===== src/rtl/pixel_word_packer.sv =====
// pixel_word_packer
//   Gathers a serial stream of one pixel per cycle into OUTPUT_WIDTH-bit words
//   for the reference-frame buffer write port. An assembly register collects
//   pixels while an output register presents the previous word, so the packer
//   keeps accepting 1 pixel/clk under valid/ready backpressure. The last word
//   of each row (ROW_WORDS words per row) is tagged with out_last.
//
//   Optional feature: define PIXEL_PACKER_FLUSH_EN to let an accepted pixel
//   with in_last=1 close the current word early (unfilled slots zero, word
//   tagged last, row counter restarts). Without it in_last is ignored.
//
// Ports
//   clk_i      clock, rising edge
//   rst_ni     synchronous reset, active low
//   in_valid   pixel valid
//   in_ready   packer accepts a pixel this cycle
//   in_pixel   pixel data (PIXEL_WIDTH)
//   in_last    last pixel of row (flush feature only)
//   out_valid  packed word valid
//   out_ready  consumer accepts word
//   out_data   packed word, first pixel in LSBs (OUTPUT_WIDTH)
//   out_last   word is the last of its row
//   state_o    debug view of the FSM state (0 = FILL, 1 = HOLD)
//
// Handshake: a transfer happens on a rising edge where valid & ready are both
// high; a producer holding valid keeps its payload stable until that edge.
// in_ready depends on the FSM state only, never on in_valid.

module pixel_word_packer #(
   parameter int OUTPUT_WIDTH = 128,
   parameter int PIXEL_WIDTH  = 8,
   parameter int ROW_WORDS    = 4
) (
   input  logic                    clk_i,
   input  logic                    rst_ni,
   input  logic                    in_valid,
   output logic                    in_ready,
   input  logic [PIXEL_WIDTH-1:0]  in_pixel,
   input  logic                    in_last,
   output logic                    out_valid,
   input  logic                    out_ready,
   output logic [OUTPUT_WIDTH-1:0] out_data,
   output logic                    out_last,
   output logic                    state_o
);

   localparam int P     = OUTPUT_WIDTH / PIXEL_WIDTH;
   localparam int CNT_W = (P > 1) ? $clog2(P) : 1;
   localparam int ROW_W = (ROW_WORDS > 1) ? $clog2(ROW_WORDS) : 1;
   localparam logic [CNT_W-1:0] CNT_MAX = CNT_W'(P - 1);
   localparam logic [ROW_W-1:0] ROW_MAX = ROW_W'(ROW_WORDS - 1);

   typedef enum logic {
      S_FILL = 1'b0,
      S_HOLD = 1'b1
   } state_e;

   state_e                  state_q, state_d;
   logic [CNT_W-1:0]        cnt_q, cnt_d;
   logic [OUTPUT_WIDTH-1:0] asm_q, asm_d;
   logic                    hold_last_q, hold_last_d;
   logic [ROW_W-1:0]        row_q, row_d;
   logic                    out_valid_q, out_valid_d;
   logic [OUTPUT_WIDTH-1:0] out_data_q, out_data_d;
   logic                    out_last_q, out_last_d;

   logic                    accept;
   logic                    slot_free;
   logic                    flush_close;
   logic                    close_word;
   logic                    load_out;
   logic [OUTPUT_WIDTH-1:0] load_data;
   logic                    load_forced;
   logic                    row_end;
   logic [OUTPUT_WIDTH-1:0] merged;

`ifdef PIXEL_PACKER_FLUSH_EN
   assign flush_close = in_last;
`else
   logic unused_in_last;
   assign unused_in_last = in_last;
   assign flush_close    = 1'b0;
`endif

   assign in_ready  = (state_q == S_FILL);
   assign accept    = in_valid & in_ready;
   // A word draining this very cycle frees the slot for the next one.
   assign slot_free = ~out_valid_q | out_ready;
   assign close_word = (cnt_q == CNT_MAX) | flush_close;

   // Assembly contents with the incoming pixel dropped into slot cnt_q.
   always_comb begin
      merged = asm_q;
      for (int k = 0; k < P; k++) begin
         if (cnt_q == CNT_W'(k)) begin
            merged[k*PIXEL_WIDTH +: PIXEL_WIDTH] = in_pixel;
         end
      end
   end

   always_comb begin
      state_d     = state_q;
      cnt_d       = cnt_q;
      asm_d       = asm_q;
      hold_last_d = hold_last_q;
      row_d       = row_q;
      out_valid_d = out_valid_q;
      out_data_d  = out_data_q;
      out_last_d  = out_last_q;
      load_out    = 1'b0;
      load_data   = '0;
      load_forced = 1'b0;
      row_end     = 1'b0;

      if (out_valid_q & out_ready) begin
         out_valid_d = 1'b0;
      end

      case (state_q)
         S_FILL: begin
            if (accept) begin
               if (close_word) begin
                  if (slot_free) begin
                     load_out    = 1'b1;
                     load_data   = merged;
                     load_forced = flush_close;
                     asm_d       = '0;
                     cnt_d       = '0;
                  end else begin
                     // Park the complete word until the output slot frees.
                     asm_d       = merged;
                     hold_last_d = flush_close;
                     state_d     = S_HOLD;
                  end
               end else begin
                  asm_d = merged;
                  cnt_d = cnt_q + 1'b1;
               end
            end
         end
         S_HOLD: begin
            if (slot_free) begin
               load_out    = 1'b1;
               load_data   = asm_q;
               load_forced = hold_last_q;
               asm_d       = '0;
               cnt_d       = '0;
               hold_last_d = 1'b0;
               state_d     = S_FILL;
            end
         end
         default: state_d = S_FILL;
      endcase

      if (load_out) begin
         row_end     = (row_q == ROW_MAX) | load_forced;
         out_valid_d = 1'b1;
         out_data_d  = load_data;
         out_last_d  = row_end;
         row_d       = row_end ? '0 : row_q + 1'b1;
      end
   end

   always_ff @(posedge clk_i) begin
      if (!rst_ni) begin
         state_q     <= S_FILL;
         cnt_q       <= '0;
         asm_q       <= '0;
         hold_last_q <= 1'b0;
         row_q       <= '0;
         out_valid_q <= 1'b0;
         out_data_q  <= '0;
         out_last_q  <= 1'b0;
      end else begin
         state_q     <= state_d;
         cnt_q       <= cnt_d;
         asm_q       <= asm_d;
         hold_last_q <= hold_last_d;
         row_q       <= row_d;
         out_valid_q <= out_valid_d;
         out_data_q  <= out_data_d;
         out_last_q  <= out_last_d;
      end
   end

   assign out_valid = out_valid_q;
   assign out_data  = out_data_q;
   assign out_last  = out_last_q;
   assign state_o   = state_q;

endmodule


===== config.mk =====
export PLATFORM = sky130hd
export DESIGN_NAME = pixel_word_packer
export DESIGN_NICKNAME = d
export VERILOG_FILES = /design/src/rtl/pixel_word_packer.sv
export SDC_FILE = /design/constraint.sdc
export NUM_CORES = 1
export LEC_CHECK = 0
export ABC_AREA = 0
export CORE_ASPECT_RATIO = 0.7
export CORE_MARGIN = 4
export CORE_UTILIZATION = 58
export CTS_CLUSTER_SIZE = 20
export DETAILED_ROUTE_END_ITERATION = 7
export PLACE_DENSITY = 0.85
export SYNTH_ARGS = -nofsm -noshare
export SYNTH_HDL_FRONTEND = slang
export SYNTH_SLANG_ARGS = --single-unit
export TNS_END_PERCENT = 20

===== constraint.sdc =====
create_clock -name clk_i -period 3.8 [get_ports clk_i]
set_input_delay 0.76 -clock clk_i [delete_from_list [all_inputs] [get_ports clk_i]]
set_output_delay 0.76 -clock clk_i [all_outputs]
set_load 0.1 [all_outputs]

[Yosys cells after proc, flatten, opt, wreduce, memory -nomap -nowiden]
Cells that the tools add are included.
Word-level totals
  register bits after elaboration: 266
  bits of input ports: 13
  output and inout bits: 132
  word-level logic and storage cells: 86
Cells by class
  add/subtract/negate cells: 2
  equal/unequal tests: 19
  multiplexer cells: 47
  bitwise operators: 6
  reduce and logical (&&, ||, !) cells: 4
Operators by type and width (number)
  128-bit 2-to-1 mux: 8
  128-bit one-hot mux with 2 select lines: 2
  8-bit 2-to-1 mux: 16
  4-bit == test, second input constant: 8
  4-bit by 3-bit == test with 1-bit output, second input constant: 4
  1-bit 2-to-1 mux: 12
  4-bit 2-to-1 mux: 3
  4-bit by 2-bit == test with 1-bit output, second input constant: 2
  1-bit one-hot mux with 2 select lines: 4
  4-bit one-hot mux with 2 select lines: 1
  2-bit by 1-bit != test with 1-bit output, second input constant: 3
  4-bit by 1-bit adder with 4-bit output, second input constant: 1
  4-bit by 1-bit == test with 1-bit output, second input constant: 1
  4-bit logical NOT: 1
  3-bit AND reduction: 1
  2-bit by 1-bit adder with 2-bit output, second input constant: 1
  1-bit AND: 2
  2-bit == test, second input constant: 1
  2-bit 2-to-1 mux: 1
  1-bit NOT: 2
  1-bit bitwise OR: 2
  2-bit AND reduction: 1
  2-bit nonzero test: 1

[Depth between registers and ports, before layout]
Gate-level depths: netlist (run 1).
  depth after elaboration: 7
  mapped depth: 8
  gate-level depth less buffers: 6

[Worst setup path after synthesis (run 1)]
Ideal clock, no wire load.
  path type: reg2reg
  start point: register state_q (netlist: state_o)
  end point: register asm_q[100]
  arrival: 2.457 ns
  required time: 3.683 ns
  setup slack: 1.227 ns
  stages on the path, launching flop included: 7
  path buffers: 2
  period minus slack after synthesis: 2.573 ns
  path through: dfxtp_1 > buf_4 > inv_1 > buf_2 > o211ai_4 > o21ai_2 > a22o_1
On the way
  word-level cells in the longest chain between the ends: 4
  elaborated cells on any way between the ends: 6
RTL lines
  start: declaration: RTL line 58  | state_e state_q, state_d;
  start signal: assignment: RTL line 175  | state_q <= state_d;
  1-bit NOT (*)
  named net in_ready: RTL line 37  | output logic in_ready,
  1-bit AND: RTL line 86  | assign accept = in_valid & in_ready;
  2-bit by 1-bit != test with 1-bit output (no line)
  2-bit AND reduction (no line)
  end signal: assignment: RTL line 177  | asm_q <= asm_d;
  end: declaration: RTL line 60  | logic [OUTPUT_WIDTH-1:0] asm_q, asm_d;
The timed path passes the listed nets; every way through them passes the cells marked *.
A chain may end at the register's enable or synchronous reset.

[Final worst setup path (run 1)]
  start point: register out_data_q[112] (netlist: out_data[112])
  end point: output port out_data[112]
RTL lines
  start: declaration: RTL line 64  | logic [OUTPUT_WIDTH-1:0] out_data_q, out_data_d;
  start signal: assignment: RTL line 181  | out_data_q <= out_data_d;
  end: declaration: RTL line 42  | output logic [OUTPUT_WIDTH-1:0] out_data,
No word-level cell between the ends.

==> results by group, run 1 <==
Run status
  • Outcome: complete, no violations

Cells and area
  • Fillers: 1204
  • Layout Cells excl Fill: 1438
  • N_diodes: 0
  • Finished Cell Area: 12100 um2
  • Layout Nets: 1216
  • Synth-to-layout area growth: 23.7%
  • Share of layout cells above drive strength 1: 7.01%

Clock network
  • TritonCTS Sinks: 266
  • CTS tree: done
  • Clk_lat worst skew: 0.52 ns
  • Clk slew on worst S/H paths: 0.06 ns
  • CTS Hold Buffers Added: 0
  • Num CTS Buffers: 24
  • Clk root buf: clkbuf_16
  • Clock buffer depth: 3
  • Post-CTS Setup Repair Bufs: 0
  • H-tree depth: 1
  • CTS resizes: 0

Run
  • Max-Cap Viols: 0

STA
  • Skew final: 0.00697 ns
  • Setup TNS Final: 0 ns
  • Worst rel slew slack: 31.5%
  • Final Hold Viols: 0
  • Minimum clock period: 2.83 ns
  • Worst-margin pin slew: 1.02 ns
  • RSZ-0062 raised after global routing: false
  • Fin. max-slew vios: 0
  • Crit share post-route: 74.4%
  • F_max: 354 MHz
  • Final setup vio count: 0
  • Hold slack: 0.450 ns

Die
  • Die H: 117 um
  • CORE AREA: 16400 um2
  • DIE WIDTH: 163 um
  • Starting density of the core: 59.5%
  • Io pins: 145
  • Num rows: 39
  • Die area: 19100 um2

GRT
  • Largest net degree at the start of global routing: 102
  • First-pass GRT wire length: 43.0 mm
  • Grt total ovfl: 0
  • Number of antenna violations at the first check in global routing: 0
  • Vias in the first global route: 8243
  • Total track usage: 27.5%

Hold path
  • Hold crit path type: register to register

Detailed routing
  • Final ANT Viol Nets: 0
  • Drt total wl: 26.5 mm
  • DR vias/cell: 5.97
  • Vias: 8592
  • # DRC: 0
  • Drt wl/cell: 18.4 um
  • DRT Pass-1 Iters: 5
  • Iteration-0 DRC Markers: 955

Pwr
  • Psw: 1.17 mW
  • Internal power: 4.38 mW
  • PwrDens: 459 nW/um2
  • Clock power share: 45.9%
  • Maximum VDD drop: 277 uV
  • Net Sw Frac: 21.1%
  • Sequential share of power: 50.5%
  • P_leak: 4.03 nW
  • Combinational fraction of design power: 3.6%
  • Final Power: 5.55 mW

Logic synthesis
  • Synthesized flop and latch total: 266
  • Post-synth EDFFs: 0
  • Syn_nets: 1113
  • Sequential fraction of the synthesis area: 54.4%
  • Yosys cell types: 38
  • Prevailing post-synth register cell: dfxtp_1
  • Netlist Area Pre-Place: 9790 um2
  • Avg Inst Size Synth: 8.94 um2
  • Cells after Synth: 1095
  • Ys Warns: 0
  • Async S/R FF share, synth: 0%

Place
  • Post-DP HPWL: 16.6 mm
  • Placer Congestion: 0.889
  • Placed cells: 1397
  • PortBufs: 143
  • Area post-placement: 11300 um2

Setup path
  • Buf+Inv Stages, Crit Path: 1
  • CP required: 3.04 ns
  • CP Class: register to primary output
  • CP cell instances: clkdlybuf4s50_1
  • Worst Setup End Kind: primary output
  • Largest delay share family, worst path: buffers and inverters
  • Slowest stage cell, crit path: clkdlybuf4s50_1
  • Worst setup SP type: register
  • CP max stage delay: 1.17 ns
  • CP arrival: 2.07 ns
  • Crit Path Max Fanout: 2
-- metrics by stage --
step                setup slack (ns)  util [%]
floorplan                       1.23         -
global placement               0.667      68.5
detailed placement             0.624      68.5
CTS                            0.983      73.6
global route                   0.935      73.6
finish                         0.974      73.6
-- worst paths after layout --
check,start,endpoint,slack (ns),cells past startpoint
min,out_data[85],out_data[85],0.45,2
min reg2reg,out_data[85],out_data[85],0.45,2
max reg2reg,cnt_q[0],out_data[56],1.31,6
max,out_data[112],out_data[112],0.97,1
-- cells in the final DEF, fill, tap and decap left out, types with 3 or more instances in the layout --
master / count
clkinv_2: 3
clkbuf_1: 3
o21ai_0: 68
clkbuf_8: 7
buf_4: 22
nand2b_1: 4
clkbuf_16: 25
nor2_1: 10
ha_1: 5
and2_1: 12
buf_12: 4
o21ai_2: 7
a21oi_2: 3
nor2b_1: 4
a221oi_2: 5
and4_1: 7
nand3_1: 28
a22oi_1: 33
and3_1: 8
clkdlybuf4s50_1: 141
o2bb2ai_1: 48
inv_1: 3
nand2_1: 263
bufinv_16: 3
dfxtp_1: 266
a22o_1: 27
a21oi_1: 177
nor3_1: 3
o211ai_1: 8
-- power groups by stage --
stage / Clock [mW] / Combinational [mW] / Sequential, mW
2_1_floorplan: 0 / 0.119 / 2.87
3_3_place_gp: 0 / 0.190 / 2.87
3_5_place_dp: 0 / 0.193 / 2.87
4_1_cts: 2.56 / 0.194 / 2.81
5_1_grt: 2.70 / 0.213 / 2.81
6_report: 2.55 / 0.201 / 2.81
-- worst min-delay path: stages, from the launching register on --
cell and delay, ns:
dfxtp_1 0.31, nand2_1 0.05, a21oi_1 0.05
-- final cells by class --
cell class	instances	area, um2	share of cell area [%]
multi-input cells	735	3990	32.9
inverters	4	17.5	0.145
well taps	225	282	2.33
flip-flops and latches	266	5330	44.0
clock inverters	6	105	0.868
clock buffers	35	733	6.06
repair buffers	167	1660	13.7
-- registers in the layout, summed over array words and instances, names as in the netlist --
| register | count |
|---|---|
| asm_q | 128 |
| hold_last_q | 1 |
| out_valid | 1 |
| cnt_q | 4 |
| out_last | 1 |
| row_q | 2 |
| out_data | 128 |
| state_o | 1 |
-- logic make-up (layout without fill, tap and decap cells) --
family          after synthesis  in the layout  synth area share, %
fa+ha+maj                     5              5                0.639
compound gates              386            386                 25.1
flops                       266            266                 54.4
buf+inv                      94            212                 4.96
simple gates                344            344                 14.9
-- cells in the mapped netlist (9+ instances only) --
library cell  number  area (um2)
o2bb2ai_1         48         420
dfxtp_1          266        5330
clkbuf_1          43         161
and2_1            12        75.1
buf_4             11        82.6
o21ai_0           68         340
a22oi_1           33         248
buf_6              9         101
nand2_1          263         987
buf_2             17        85.1
nand3_1           28         140
nor2_1            10        37.5
a21oi_1          178         891
a22o_1            27         236
-- per-layer routing --
layer | share of wire (%) | GRT usage, % | vias up | wire length [um]
li1 | - | - | 4038 | -
met4 | 1.8 | 7.15 | 0 | 467
met5 | 0 | 0 | - | 0
met3 | 9.6 | 6.70 | 50 | 2540
met2 | 44 | 40.6 | 394 | 11700
met1 | 45 | 40.5 | 4110 | 11800
Power figures use the tool's default switching activity.
==> run 2, diff against run 1 <==
Settings changed: CORE_UTILIZATION 58 to 49, PLACE_DENSITY 0.85 to 0.76.
Clock period 3.8 ns to 2.5 ns, I/O delays scaled along.
==> run 2 against run 1 <==
Compared with the run above: wire length increased by 1.6%; die area increased by 17%; count of clock-buffer cells in the layout decreased by 2; sequential cell count unchanged; cell count increased by 3.9%; first-iteration DRC count decreased by 27%; critical path type is now register to register.
==> results by group, run 2 (synthesis gave the netlist of run 1 again) <==
Setup path
  • Crit Path Max Fanout: 9
  • R2r startpoint: cnt_q[0]
  • Worst setup path startpoint: cnt_q[0]
  • Worst Setup End Kind: register
  • CP Class: register to register
  • End of the worst register-to-register path: asm_q[107]
  • CP required: 2.89 ns
  • R2r worst-path depth: 5
  • CP arrival: 2.52 ns
  • Flop2flop setup slack: 0.38 ns
  • CP Capture Point: asm_q[107]
  • Worst setup SP type: register

Clock network
  • H-tree depth: 1
  • Clock buffer depth: 3
  • CTS tree: done
  • Clk slew on worst S/H paths: 0.07 ns
  • TritonCTS Sinks: 266
  • Num CTS Buffers: 25
  • CTS resizes: 0
  • Clk root buf: clkbuf_16
  • Post-CTS Setup Repair Bufs: 0
  • CTS Hold Buffers Added: 0
  • Clk_lat worst skew: 0.51 ns

STA
  • Final setup vio count: 0
  • F_max: 471 MHz
  • Minimum clock period: 2.12 ns
  • Crit share post-route: 84.9%
  • RSZ-0062 raised after global routing: false
  • Skew final: 0.0110 ns
  • Worst rel slew slack: 43.9%
  • Final Hold Viols: 0
  • Worst-margin pin slew: 0.838 ns
  • Fin. max-slew vios: 0

Die
  • Io pins: 145
  • Die area: 22300 um2
  • CORE AREA: 19200 um2
  • Die H: 126 um
  • Starting density of the core: 50.9%
  • DIE WIDTH: 177 um
  • Num rows: 42

GRT
  • Grt total ovfl: 0
  • Largest net degree at the start of global routing: 82
  • Vias in the first global route: 8083
  • Total track usage: 23.2%
  • First-pass GRT wire length: 43.1 mm
  • Number of antenna violations at the first check in global routing: 0

Pwr
  • Internal power: 6.54 mW
  • Maximum VDD drop: 473 uV
  • PwrDens: 701 nW/um2
  • Net Sw Frac: 22.2%
  • Combinational fraction of design power: 3.8%
  • Clock power share: 45.5%
  • Psw: 1.87 mW
  • Sequential share of power: 50.7%
  • P_leak: 4.37 nW

Cells and area
  • Share of layout cells above drive strength 1: 18.9%
  • Commonest non-fill, non-tap cells in the layout: dfxtp_1 (265), nand2_1 (263), a21oi_1 (177), buf_4 (160), o21ai_0 (68)
  • N_diodes: 0
  • Final Util: 62.3%
  • Finished Cell Area: 12000 um2
  • Synth-to-layout area growth: 22.5%
  • Layout Nets: 1230
  • Layout Cells excl Fill: 1494
  • Commonest non-fill, non-tap cell in the layout: dfxtp_1

Detailed routing
  • # DRC: 0
  • Final ANT Viol Nets: 0
  • Vias: 8468
  • Iteration-0 DRC Markers: 701
  • DRT Pass-1 Iters: 5
  • DR vias/cell: 5.67
  • Drt total wl: 26.9 mm
  • Drt wl/cell: 18.0 um

Place
  • PortBufs: 143
  • Area post-placement: 11200 um2
  • Placed cells: 1449
  • Post-DP HPWL: 17.7 mm
  • Placer Congestion: 0.863

Run status
  • Outcome: complete, no violations

Hold path
  • Hold crit path type: register to register

Run
  • Max-Cap Viols: 0
-- run 2: changes by cell type in the layout (fill, tap and decap cells not counted) --
cell             previous run  this run
buf_12                      4         9
clkinv_2                    3         7
clkbuf_8                    7         5
clkinvlp_4                  0         2
clkinv_8                    0         1
buf_4                      22       160
bufinv_16                   3         2
dfxtp_1                   266       265
dfxtp_2                     0         1
clkdlybuf4s50_1           141        11
-- run 2: worst min-delay path by stage --
stage | start | endpoint | slack, ns | depth (start not counted)
6_report | hold_last_q | hold_last_q | 0.45 | 2
5_1_grt | out_data[3] | out_data[3] | 0.46 | 2
4_1_cts | hold_last_q | hold_last_q | 0.44 | 2
3_5_place_dp | hold_last_q | hold_last_q | 0.43 | 2
3_3_place_gp | hold_last_q | hold_last_q | 0.42 | 2
2_1_floorplan | hold_last_q | hold_last_q | 0.41 | 2
-- run 2: per-stage QoR --
step	hold slack [ns]	setup TNS, ns	setup slack (ns)	total power [mW]
final	0.446	0	0.377	8.41
after global routing	0.465	0	0.247	8.68
after CTS	0.441	0	0.415	8.45
after detailed placement	0.430	-0.222	-0.0485	4.67
after global placement	0.421	0	0.0854	4.67
after floorplan	0.410	0	0.274	4.54
-- run 2: area by class of cell --
cell class / instances / area [um2]
Fill cell: 1678 / 7250
Sequential cell: 266 / 5330
Multi-Input combinational cell: 735 / 3990
Timing Repair Buffer: 180 / 1490
Clock buffer: 33 / 706
Tap cell: 264 / 330
Clock inverter: 12 / 126
Inverter: 4 / 17.5
-- run 2: routing by layer --
layer	vias up	share of wire [%]	track usage (%)
met1	4077	47	35.1
li1	4062	-	-
met3	35	8.4	5.09
met4	0	1.2	3.77
met2	294	43	34.6
met5	-	0	0
-- run 2: power by group through the flow --
stage | combinational, mW | clock, mW | sequential [mW]
global placement | 0.307 | 0 | 4.36
detailed placement | 0.312 | 0 | 4.36
finish | 0.319 | 3.82 | 4.27
global route | 0.341 | 4.07 | 4.26
floorplan | 0.181 | 0 | 4.36
CTS | 0.313 | 3.87 | 4.26
-- run 2: critical path, cell delays in order, from the launching register on --
cell and delay, ns:
dfxtp_1 0.46, ha_1 0.30, and3_1 0.51, a21oi_1 0.18
and4_1 0.34, a22o_1 0.22
==> run 3, diff against run 2 <==
Settings changed: CORE_UTILIZATION 49 to 54, PLACE_DENSITY 0.76 to 0.8.
Clock period 2.5 ns to 2.2 ns, I/O delays scaled along.
==> run 3 against run 2 <==
Compared with the run above: worst hold slack worse by 0.013 ns; non-clock buffer count grew 14; largest cell class unchanged; clock power is 3% higher; critical path depth is 2 lower; combinational power increased by 20%; largest power group unchanged; worst setup slack lost 0.23 ns; sequential cell count did not move; register-to-register slack lost 0.17 ns; global-route usage is 1.3 points higher; count of clock-buffer cells in the layout up 2.
==> results by group, run 3 (synthesis gave the netlist of run 1 again) <==
Die
  • DIE WIDTH: 169 um
  • Die area: 20400 um2
  • Io pins: 145
  • Starting density of the core: 56.0%
  • Num rows: 40
  • Die H: 121 um
  • CORE AREA: 17500 um2

STA
  • Skew final: 0.0109 ns
  • Final setup vio count: 0
  • Worst-margin pin slew: 0.609 ns
  • Minimum clock period: 2.06 ns
  • Fin. max-slew vios: 0
  • Crit share post-route: 93.5%
  • RSZ-0062 raised after global routing: false
  • Setup WS post-layout: 0.143 ns
  • Worst rel slew slack: 59.2%
  • Final Hold Viols: 0
  • Setup TNS Final: 0 ns
  • F_max: 486 MHz

Cells and area
  • Layout Nets: 1243
  • Final Util: 68.5%
  • N_diodes: 0
  • Share of layout cells above drive strength 1: 19.0%
  • Synth-to-layout area growth: 22.3%
  • Commonest non-fill, non-tap cell in the layout: dfxtp_1
  • Fillers: 1381
  • Commonest non-fill, non-tap cells in the layout: dfxtp_1 (265), nand2_1 (263), a21oi_1 (177), buf_4 (172), o21ai_0 (68)

Setup path
  • CP max stage delay: 0.40 ns
  • CP required: 1.76 ns
  • CP cell instances: inv_1 -> buf_4 -> buf_12
  • Largest delay share family, worst path: buffers and inverters
  • CP arrival: 1.62 ns
  • Worst Setup End Kind: primary output
  • Slowest stage cell, crit path: dfxtp_4
  • Crit Path Max Fanout: 13
  • Worst setup SP type: register
  • Buf+Inv Stages, Crit Path: 3
  • CP Class: register to primary output

Clock network
  • Clk slew on worst S/H paths: 0.06 ns
  • Clk_lat worst skew: 0.51 ns
  • CTS resizes: 0
  • CTS tree: done
  • CTS Hold Buffers Added: 0
  • Clk root buf: clkbuf_16
  • Clock buffer depth: 3
  • TritonCTS Sinks: 266
  • H-tree depth: 1
  • Num CTS Buffers: 24
  • Post-CTS Setup Repair Bufs: 0

Pwr
  • PwrDens: 765 nW/um2
  • Maximum VDD drop: 555 uV
  • P_leak: 4.40 nW
  • Final Power: 9.15 mW

Detailed routing
  • Drt total wl: 26.0 mm
  • Drt wl/cell: 17.7 um
  • DR vias/cell: 5.76
  • Final ANT Viol Nets: 0
  • DRT Pass-1 Iters: 5
  • Iteration-0 DRC Markers: 862
  • # DRC: 0
  • Vias: 8448

GRT
  • Vias in the first global route: 8002
  • First-pass GRT wire length: 41.7 mm
  • Number of antenna violations at the first check in global routing: 0
  • Grt total ovfl: 0
  • Total track usage: 24.5%
  • Largest net degree at the start of global routing: 69

Place
  • Post-DP HPWL: 17.1 mm
  • Setup WS pre-CTS: -0.0101 ns
  • PortBufs: 143
  • Placer Congestion: 0.860

Run
  • Max-Cap Viols: 0

Hold path
  • Hold crit path type: register to register

Run status
  • Outcome: complete, no violations
[run 3: cell count changes in the layout (fill, tap and decap cells not counted), moves of 2 or more]
cell / delta
buf_12: +2
buf_4: +12
bufinv_16: -2
clkbuf_1: +4
clkbuf_8: -3
clkinv_2: -6
clkinvlp_4: -2
[run 3: metrics by stage]
| step | cells | hold slack (ns) | area, um2 |
|---|---|---|---|
| after floorplan | 1095 | 0.410 | 9790 |
| after global placement | 1430 | 0.415 | 11200 |
| after detailed placement | 1430 | 0.424 | 11200 |
| after CTS | 1467 | 0.433 | 12000 |
| after global routing | 1467 | 0.467 | 12000 |
| final | 1467 | 0.433 | 12000 |
[run 3: routing by layer]
layer	up-vias	wire (um)	GRT usage (%)
li1	4091	-	-
met1	3996	12100	37.2
met2	321	11200	36.4
met3	40	2220	4.71
met4	0	467	4.92
met5	-	0	0
[run 3: worst paths after layout]
kind          startpoint     endpoint  slack (ns)  cells past startpoint
max              state_o     in_ready        0.14                      3
min          hold_last_q  hold_last_q        0.43                      2
max reg2reg     cnt_q[0]    asm_q[99]        0.21                      5
min reg2reg  hold_last_q  hold_last_q        0.43                      2
[run 3: area by class of cell]
type                            count  area, um2  area share [%]
Sequential cell                   266       5330            44.5
Multi-Input combinational cell    735       3990            33.3
Timing Repair Buffer              194       1620            13.6
Clock buffer                       35        704            5.89
Tap cell                          231        289            2.42
Inverter                            4       17.5           0.146
Clock inverter                      2       16.3           0.136
[run 3: worst reg2reg max path, cell delays in order, from the launching register on]
cell and delay, ns:
dfxtp_1 0.46, ha_1 0.30, nand3_1 0.22, o211ai_4 0.40
o21ai_2 0.21, a22o_1 0.28
[run 3: power breakdown]
part	internal (mW)	total, mW	switching [mW]
Sequential	4.83	4.85	0.0133
Combinational	0.113	0.383	0.269
Clock	2.21	3.92	1.71
